<file path="src/rtl/pipe_skid_reg.sv">
// pipe_skid_reg
// -----------------------------------------------------------------------------
// Two-entry skid buffer that carries one WIDTH-bit stage payload between
// pipeline stages with a valid/ready handshake. It streams at one payload
// per cycle. in_ready is registered (taken from the skid valid bit), so a
// stalled downstream stage never creates a combinational path back upstream.
// The skid entry absorbs the one payload that arrives in the cycle before
// upstream sees in_ready fall.
//
// Parameters:
//   WIDTH        payload width in bits (>= 1)
//   RESET_VALUE  value loaded into both data registers on rst
//
// Ports:
//   clk           rising-edge clock
//   rst           synchronous active-high reset (overrides flush/handshakes)
//   in_valid      upstream presents a payload
//   in_data       upstream payload
//   in_ready      buffer can accept (registered)
//   out_valid     payload available downstream
//   out_data      downstream payload (main register)
//   out_ready     downstream accepts this cycle
//   flush         drop all held payloads, including the one presented now
//   occupancy     number of held entries, 0..2
//   stall_cycles  count of edges with out_valid & ~out_ready
//
// Optional feature macro: PIPE_SKID_PERF_EN
//   defined   -> saturating 32-bit stall-cycle counter is built
//   undefined -> stall_cycles is tied to zero
// -----------------------------------------------------------------------------
module pipe_skid_reg #(
  parameter int unsigned      WIDTH       = 32,
  parameter logic [WIDTH-1:0] RESET_VALUE = {WIDTH{1'b0}}
) (
  input  logic             clk,
  input  logic             rst,
  input  logic             in_valid,
  input  logic [WIDTH-1:0] in_data,
  output logic             in_ready,
  output logic             out_valid,
  output logic [WIDTH-1:0] out_data,
  input  logic             out_ready,
  input  logic             flush,
  output logic [1:0]       occupancy,
  output logic [31:0]      stall_cycles
);

  // State encoding doubles as the valid bits: bit 0 = main_valid and
  // bit 1 = skid_valid. The pattern 2'b10 (skid without main) is illegal.
  typedef enum logic [1:0] {
    EMPTY = 2'b00,
    HALF  = 2'b01,
    FULL  = 2'b11
  } state_t;

  state_t           state_q;
  state_t           state_d;
  logic [WIDTH-1:0] main_data;
  logic [WIDTH-1:0] skid_data;
  logic             main_valid;
  logic             skid_valid;
  logic             in_fire;
  logic             out_fire;
  logic             load_main_from_in;
  logic             load_main_from_skid;
  logic             load_skid_from_in;

  assign main_valid = state_q[0];
  assign skid_valid = state_q[1];

  assign in_ready  = ~skid_valid;
  assign out_valid = main_valid;
  assign out_data  = main_data;
  assign occupancy = {1'b0, main_valid} + {1'b0, skid_valid};

  assign in_fire  = in_valid & in_ready;
  assign out_fire = main_valid & out_ready;

  // Next-state and data-load selection. Flush forces EMPTY and suppresses
  // every load, so the payload presented alongside flush is dropped.
  always_comb begin
    state_d             = state_q;
    load_main_from_in   = 1'b0;
    load_main_from_skid = 1'b0;
    load_skid_from_in   = 1'b0;

    case (state_q)
      EMPTY: begin
        if (in_fire) begin
          load_main_from_in = 1'b1;
          state_d           = HALF;
        end
      end
      HALF: begin
        if (in_fire && out_fire) begin
          load_main_from_in = 1'b1;
        end else if (in_fire) begin
          load_skid_from_in = 1'b1;
          state_d           = FULL;
        end else if (out_fire) begin
          state_d = EMPTY;
        end
      end
      FULL: begin
        // Skid moves up into main so it never overtakes the older entry.
        if (out_fire) begin
          load_main_from_skid = 1'b1;
          state_d             = HALF;
        end
      end
      default: begin
        state_d = EMPTY;
      end
    endcase

    if (flush) begin
      state_d             = EMPTY;
      load_main_from_in   = 1'b0;
      load_main_from_skid = 1'b0;
      load_skid_from_in   = 1'b0;
    end
  end

  // State register.
  always_ff @(posedge clk) begin
    if (rst) begin
      state_q <= EMPTY;
    end else begin
      state_q <= state_d;
    end
  end

  // Data registers. They load only on handshake transitions, so held
  // values stay frozen while the buffer is stalled.
  always_ff @(posedge clk) begin
    if (rst) begin
      main_data <= RESET_VALUE;
      skid_data <= RESET_VALUE;
    end else begin
      if (load_main_from_in) begin
        main_data <= in_data;
      end else if (load_main_from_skid) begin
        main_data <= skid_data;
      end
      if (load_skid_from_in) begin
        skid_data <= in_data;
      end
    end
  end

`ifdef PIPE_SKID_PERF_EN
  logic [31:0] stall_q;

  // Saturating count of downstream backpressure edges. Flush does not
  // affect this count.
  always_ff @(posedge clk) begin
    if (rst) begin
      stall_q <= 32'd0;
    end else if (main_valid && !out_ready && (stall_q != 32'hFFFF_FFFF)) begin
      stall_q <= stall_q + 32'd1;
    end
  end

  assign stall_cycles = stall_q;
`else
  assign stall_cycles = 32'd0;
`endif

endmodule

</file>
<file path="config.mk">
export PLATFORM = sky130hd
export DESIGN_NAME = pipe_skid_reg
export DESIGN_NICKNAME = d
export VERILOG_FILES = /design/src/rtl/pipe_skid_reg.sv
export SDC_FILE = /design/constraint.sdc
export NUM_CORES = 1
export LEC_CHECK = 0
export BUFFER_PORTS_ARGS = -buffer_cell sky130_fd_sc_hd__buf_2
export CORE_MARGIN = 2
export CORE_UTILIZATION = 30
export DETAILED_ROUTE_END_ITERATION = 10
export HOLD_SLACK_MARGIN = 0.1
export PLACE_DENSITY = 0.61
export SLEW_MARGIN = 25
export SYNTH_ARGS = -nofsm -noshare
export SYNTH_HDL_FRONTEND = slang
export SYNTH_SLANG_ARGS = --single-unit
</file>
<file path="constraint.sdc">
create_clock -name clk -period 2.2 [get_ports clk]
set_input_delay 0.11 -clock clk [delete_from_list [all_inputs] [get_ports clk]]
set_output_delay 0.11 -clock clk [all_outputs]
set_load 0.05 [all_outputs]
</file>
**After elaboration in Yosys (flattened, before gate mapping)**

Cells that the tools add are included.

- Add/sub/neg operators: 1
- Equal/unequal tests: 6
- Multiplexer cells: 18
- Bitwise operators: 3
- Reduce and logical (&&, ||, !) cells: 5

Operator list:

| operator | count |
|---|---|
| 32-bit 2-to-1 mux | 2 |
| 2-bit 2-to-1 mux | 5 |
| 1-bit 2-to-1 mux | 9 |
| 2-bit inequality test (second input constant) | 3 |
| 2-bit one-hot mux with 3 select lines | 1 |
| 4-bit AND reduction | 1 |
| 3-bit inequality test (second input constant) | 1 |
| 1-bit by 1-bit adder with 2-bit output | 1 |
| 1-bit AND | 2 |
| 2-bit by 1-bit == test with 1-bit output (second input constant) | 1 |
| 2-bit == test (second input constant) | 1 |
| 2-bit zero test | 1 |
| 1-bit one-hot mux with 2 select lines | 1 |
| 2-bit nonzero test | 1 |
| 2-bit OR reduction | 1 |
| 1-bit logical AND | 1 |
| 1-bit inverter | 1 |

- Bits in registers: 66
- Bits of input ports: 37
- Output and inout bits: 68
- Logic and storage cells: 36

**Longest topological paths before layout**

- Depth after elaboration: 7
- Mapped depth: 7
- Gate-level depth less buffers: 6

**Worst setup path before layout**

Ideal clock, no wire load.

- Path type: register to register
- Start point: reg state_q[0]
- End point: reg main_data[0] (netlist: out_data[0])
- Setup time: 0.061 ns
- Arrival: 2.448 ns
- Data required time: 2.139 ns
- Path slack: -0.309 ns
- Cell stages (with the launch flop): 6
- Buffers on the path: 1
- Period minus slack after synthesis: 2.509 ns
- Path through: dfxtp_1 -> ha_1 -> nand3_1 -> nor4_2 -> clkbuf_1 -> a221o_1

- Word-level cells in the longest chain between the ends: 6
- Elaborated cells between the ends (all ways): 13
- Classes of those cells: eq/ne (2); mux (7); bitwise (1); reduce/logical (3)

RTL lines:

| what | RTL line | RTL |
|---|---|---|
| from (decl) | 56 | `state_t state_q;` |
| from (signal assigned) | 129 | `state_q <= state_d;` |
| 1-bit AND | 77 | `assign out_fire = main_valid & out_ready;` |
| 1-bit logical AND | 95 | `if (in_fire && out_fire) begin` |
| 1-bit 2-to-1 mux | 95 |  |
| 1-bit one-hot mux with 2 select lines | 87 | `case (state_q)` |
| 1-bit 2-to-1 mux | 116 | `if (flush) begin` |
| 32-bit 2-to-1 mux / 2-bit nonzero test (equally long branches) | - |  |
| to (signal assigned) | 141 | `main_data <= in_data;` |
| to (signal assigned) | 143 | `main_data <= skid_data;` |
| to (decl) | 58 | `logic [WIDTH-1:0] main_data;` |

Several ways; a longest one is shown, not always the timed one.
A chain may end at the register's enable or synchronous reset.

**Worst setup path in the final report**

- Start point: reg state_q[1]
- End point: reg main_data[9] (netlist: out_data[9])

- Word-level cells in the longest chain between the ends: 7
- Elaborated cells between the ends (all ways): 14
- Classes of those cells: eq/ne (2); mux (7); bitwise (2); reduce/logical (3)

RTL lines:

| what | RTL line | RTL |
|---|---|---|
| 1-bit inverter | 71 | `assign in_ready = ~skid_valid;` |
| 1-bit AND | 76 | `assign in_fire = in_valid & in_ready;` |
| 1-bit logical AND | 95 |  |
| 1-bit 2-to-1 mux | 95 |  |
| 1-bit one-hot mux with 2 select lines | 87 |  |
| 1-bit 2-to-1 mux | 116 |  |
| 32-bit 2-to-1 mux / 2-bit nonzero test (equally long branches) | - |  |

Several ways; a longest one is shown, not always the timed one.

==> flow_summary.json <==
{
  "cts-resized-gates": 0,
  "start_util": 0.308,
  "dieWidth_um": 101,
  "required_ps": 2420,
  "setup_tns_ps": 0,
  "pwr_density_cell_nw_per_um2": 744,
  "clk_path_buf_depth": 2,
  "syn_area_um2": 2850,
  "whs_ps": 236,
  "final_cells": 555,
  "place_area_um2": 3270,
  "antenna_found_initial": 0,
  "dp_hpwl_um": 4490,
  "leakagePower_uw": 0.00162,
  "core-area_um2": 9240,
  "cts_tree": "built",
  "yosysUniqueCellTypes": 26,
  "crit_fanout": 15,
  "hold_viol_final": 0,
  "hp-class": "input pin to flip-flop",
  "route.layer.met1.wl_um": 3070,
  "cts_made_buffers": 9,
  "first_global_vias": 2211,
  "drive_gt1_frac": 0.251,
  "synth_top_area_share": 0.464,
  "syn2layout_area_growth_pct": 33.7,
  "ir_drop_mv": 0.251,
  "worstSkewPairLatency_ps": 340,
  "yosysTopAreaCell": "dfxtp_1",
  "fin_area_um2": 3800,
  "finalCritPeriodShare": 0.865,
  "htreeDepth": 3,
  "grt_pass1_wl_um": 10700,
  "slowest_stage": "dfxtp_1",
  "finalCriticalPeriod_ps": 1900,
  "ant_nets": 0,
  "gp_congestion": 0.762,
  "cpLargestDelayFamily": "simple AND/OR/NAND/NOR gates",
  "wl_per_cell_um": 12.3,
  "fin_ws_ps": 297,
  "top_layer_used": "met4",
  "drc": 0,
  "finalSetupViolCount": 0,
  "synth_cells": 315,
  "fin_nets": 462,
  "synth_edf_count": 0,
  "io_buffer_count": 72,
  "drv_cap": 0,
  "async_reset_ff_frac": 0,
  "ys_ff_latch": 66,
  "yosys_warnings": 0,
  "vias": 2465,
  "overflow": 0,
  "die_area_um2": 10300,
  "route.met2.wl_um": 3300,
  "crit_chain": "inv_1, ha_1, nand3_2, nor3_1, nor3_2, buf_4, a221o_1",
  "status": "finished clean",
  "fmax_mhz": 525,
  "vias_per_cell": 4.44,
  "worst-setup-path-type": "flip-flop to flip-flop",
  "placed_cells": 507,
  "synth_common_cells": "dfxtp_1 (66), nand2_1 (66), a21oi_1 (36)",
  "synth.avg_cell_area_um2": 9.04,
  "drt_iter0_markers": 110,
  "clk_pin_slew_ps": 80,
  "io_pins": 105,
  "crit_buf_inv": 2,
  "grt_max_degree": 22,
  "rsz0062_at_grt": "no",
  "fp.dieH_um": 101,
  "ys.flop_type": "dfxtp_1",
  "track_usage": 0.135,
  "wl_met3_um": 408,
  "ys_top_cells_by_area": "dfxtp_1 (46%), a221o_1 (12%), nand2_1 (8.7%), buf_4 (8.4%), and2_1 (7.3%)",
  "std_cell_rows": 35,
  "clock_skew_ps": 12.7,
  "cpPeakStageDelay_ps": 360,
  "clock_sinks": 66,
  "postRouteWirelength_um": 6820,
  "cts-root-buf": "clkbuf_8",
  "critPathLaunchType": "flip-flop",
  "pre_cts_slack_ps": 314,
  "yosysSeqAreaShare": 0.464,
  "firstDrtPassIters": 4,
  "drv_slew": 0,
  "crit_arrival_ps": 2120,
  "end_kind": "flip-flop",
  "num_antenna_cells": 0
}
==> through the flow <==
stage,util,power (µW)
floorplan,-,1670
global placement,0.354,1740
detailed placement,0.354,1740
CTS,0.412,2870
global route,0.412,2950
finish,0.412,2830
==> cell families after synthesis <==
kind of cell	share of synthesized area
DFF	0.464
buffers and inverters	0.117
AOI/OAI and AO/OA	0.196
other	0.00132
and+or+nand+nor	0.203
adders and majority gates	0.0176
==> registers in the layout, indices dropped and copies added (netlist names) <==
| name | cells |
|---|---|
| state_q | 2 |
| skid_data | 32 |
| out_data | 32 |
==> routing by layer <==
layer,GRT usage,vias to the layer above
li1,-,1243
met1,0.161,1129
met2,0.221,87
met3,0.0476,6
met4,0.0582,0
met5,0,-
==> placed cells by master (no fill, tap or decap), types with 2 or more instances in the layout <==
master         count
clkbuf_8          11
buf_2             72
and2_1            33
conb_1            32
buf_4             11
a21oi_1           36
ha_1               3
nand2_1           66
a221o_1           33
nand3b_1           2
inv_1              3
nor2_1             6
nor3_1             2
clkinvlp_4         2
clkinv_4           2
dlygate4sd3_1     32
dfxtp_1           65
==> what timing repair did <==
item,CTS,global route
hold endpoints to repair,64,0
hold buffers,32,0
buffers inserted,0,0
==> power by group <==
| part | leakage, µW | switching (µW) | internal [µW] |
|---|---|---|---|
| registers | 0.000536 | 24.3 | 1240 |
| logic | 0.000985 | 354 | 142 |
| clock network | 0.000102 | 484 | 589 |
==> path summary, 6_finish.rpt <==
| kind | slack (ps) | cells past startpoint | end | start |
|---|---|---|---|---|
| worst max register to register | 300 | 7 | out_data[9]$_SDFFE_PP0P_ | state_q[1]$_SDFFE_PP0P_ |
| worst min register to register | 460 | 2 | skid_data[2]$_SDFFE_PP0P_ | skid_data[2]$_SDFFE_PP0P_ |
| worst max-delay path | 300 | 7 | out_data[9]$_SDFFE_PP0P_ | state_q[1]$_SDFFE_PP0P_ |
| worst min-delay path | 240 | 2 | skid_data[21]$_SDFFE_PP0P_ | rst |
==> area by class of cell <==
class                           count  area [µm²]
Multi-Input combinational cell    226        1330
Clock inverter                      5        62.6
Tap cell                          129         161
Fill cell                         943        5440
Timing Repair Buffer              115         763
Clock buffer                       11         151
Sequential cell                    66        1320
Inverter                            3        11.3
(Power assumes the default switching activity.)
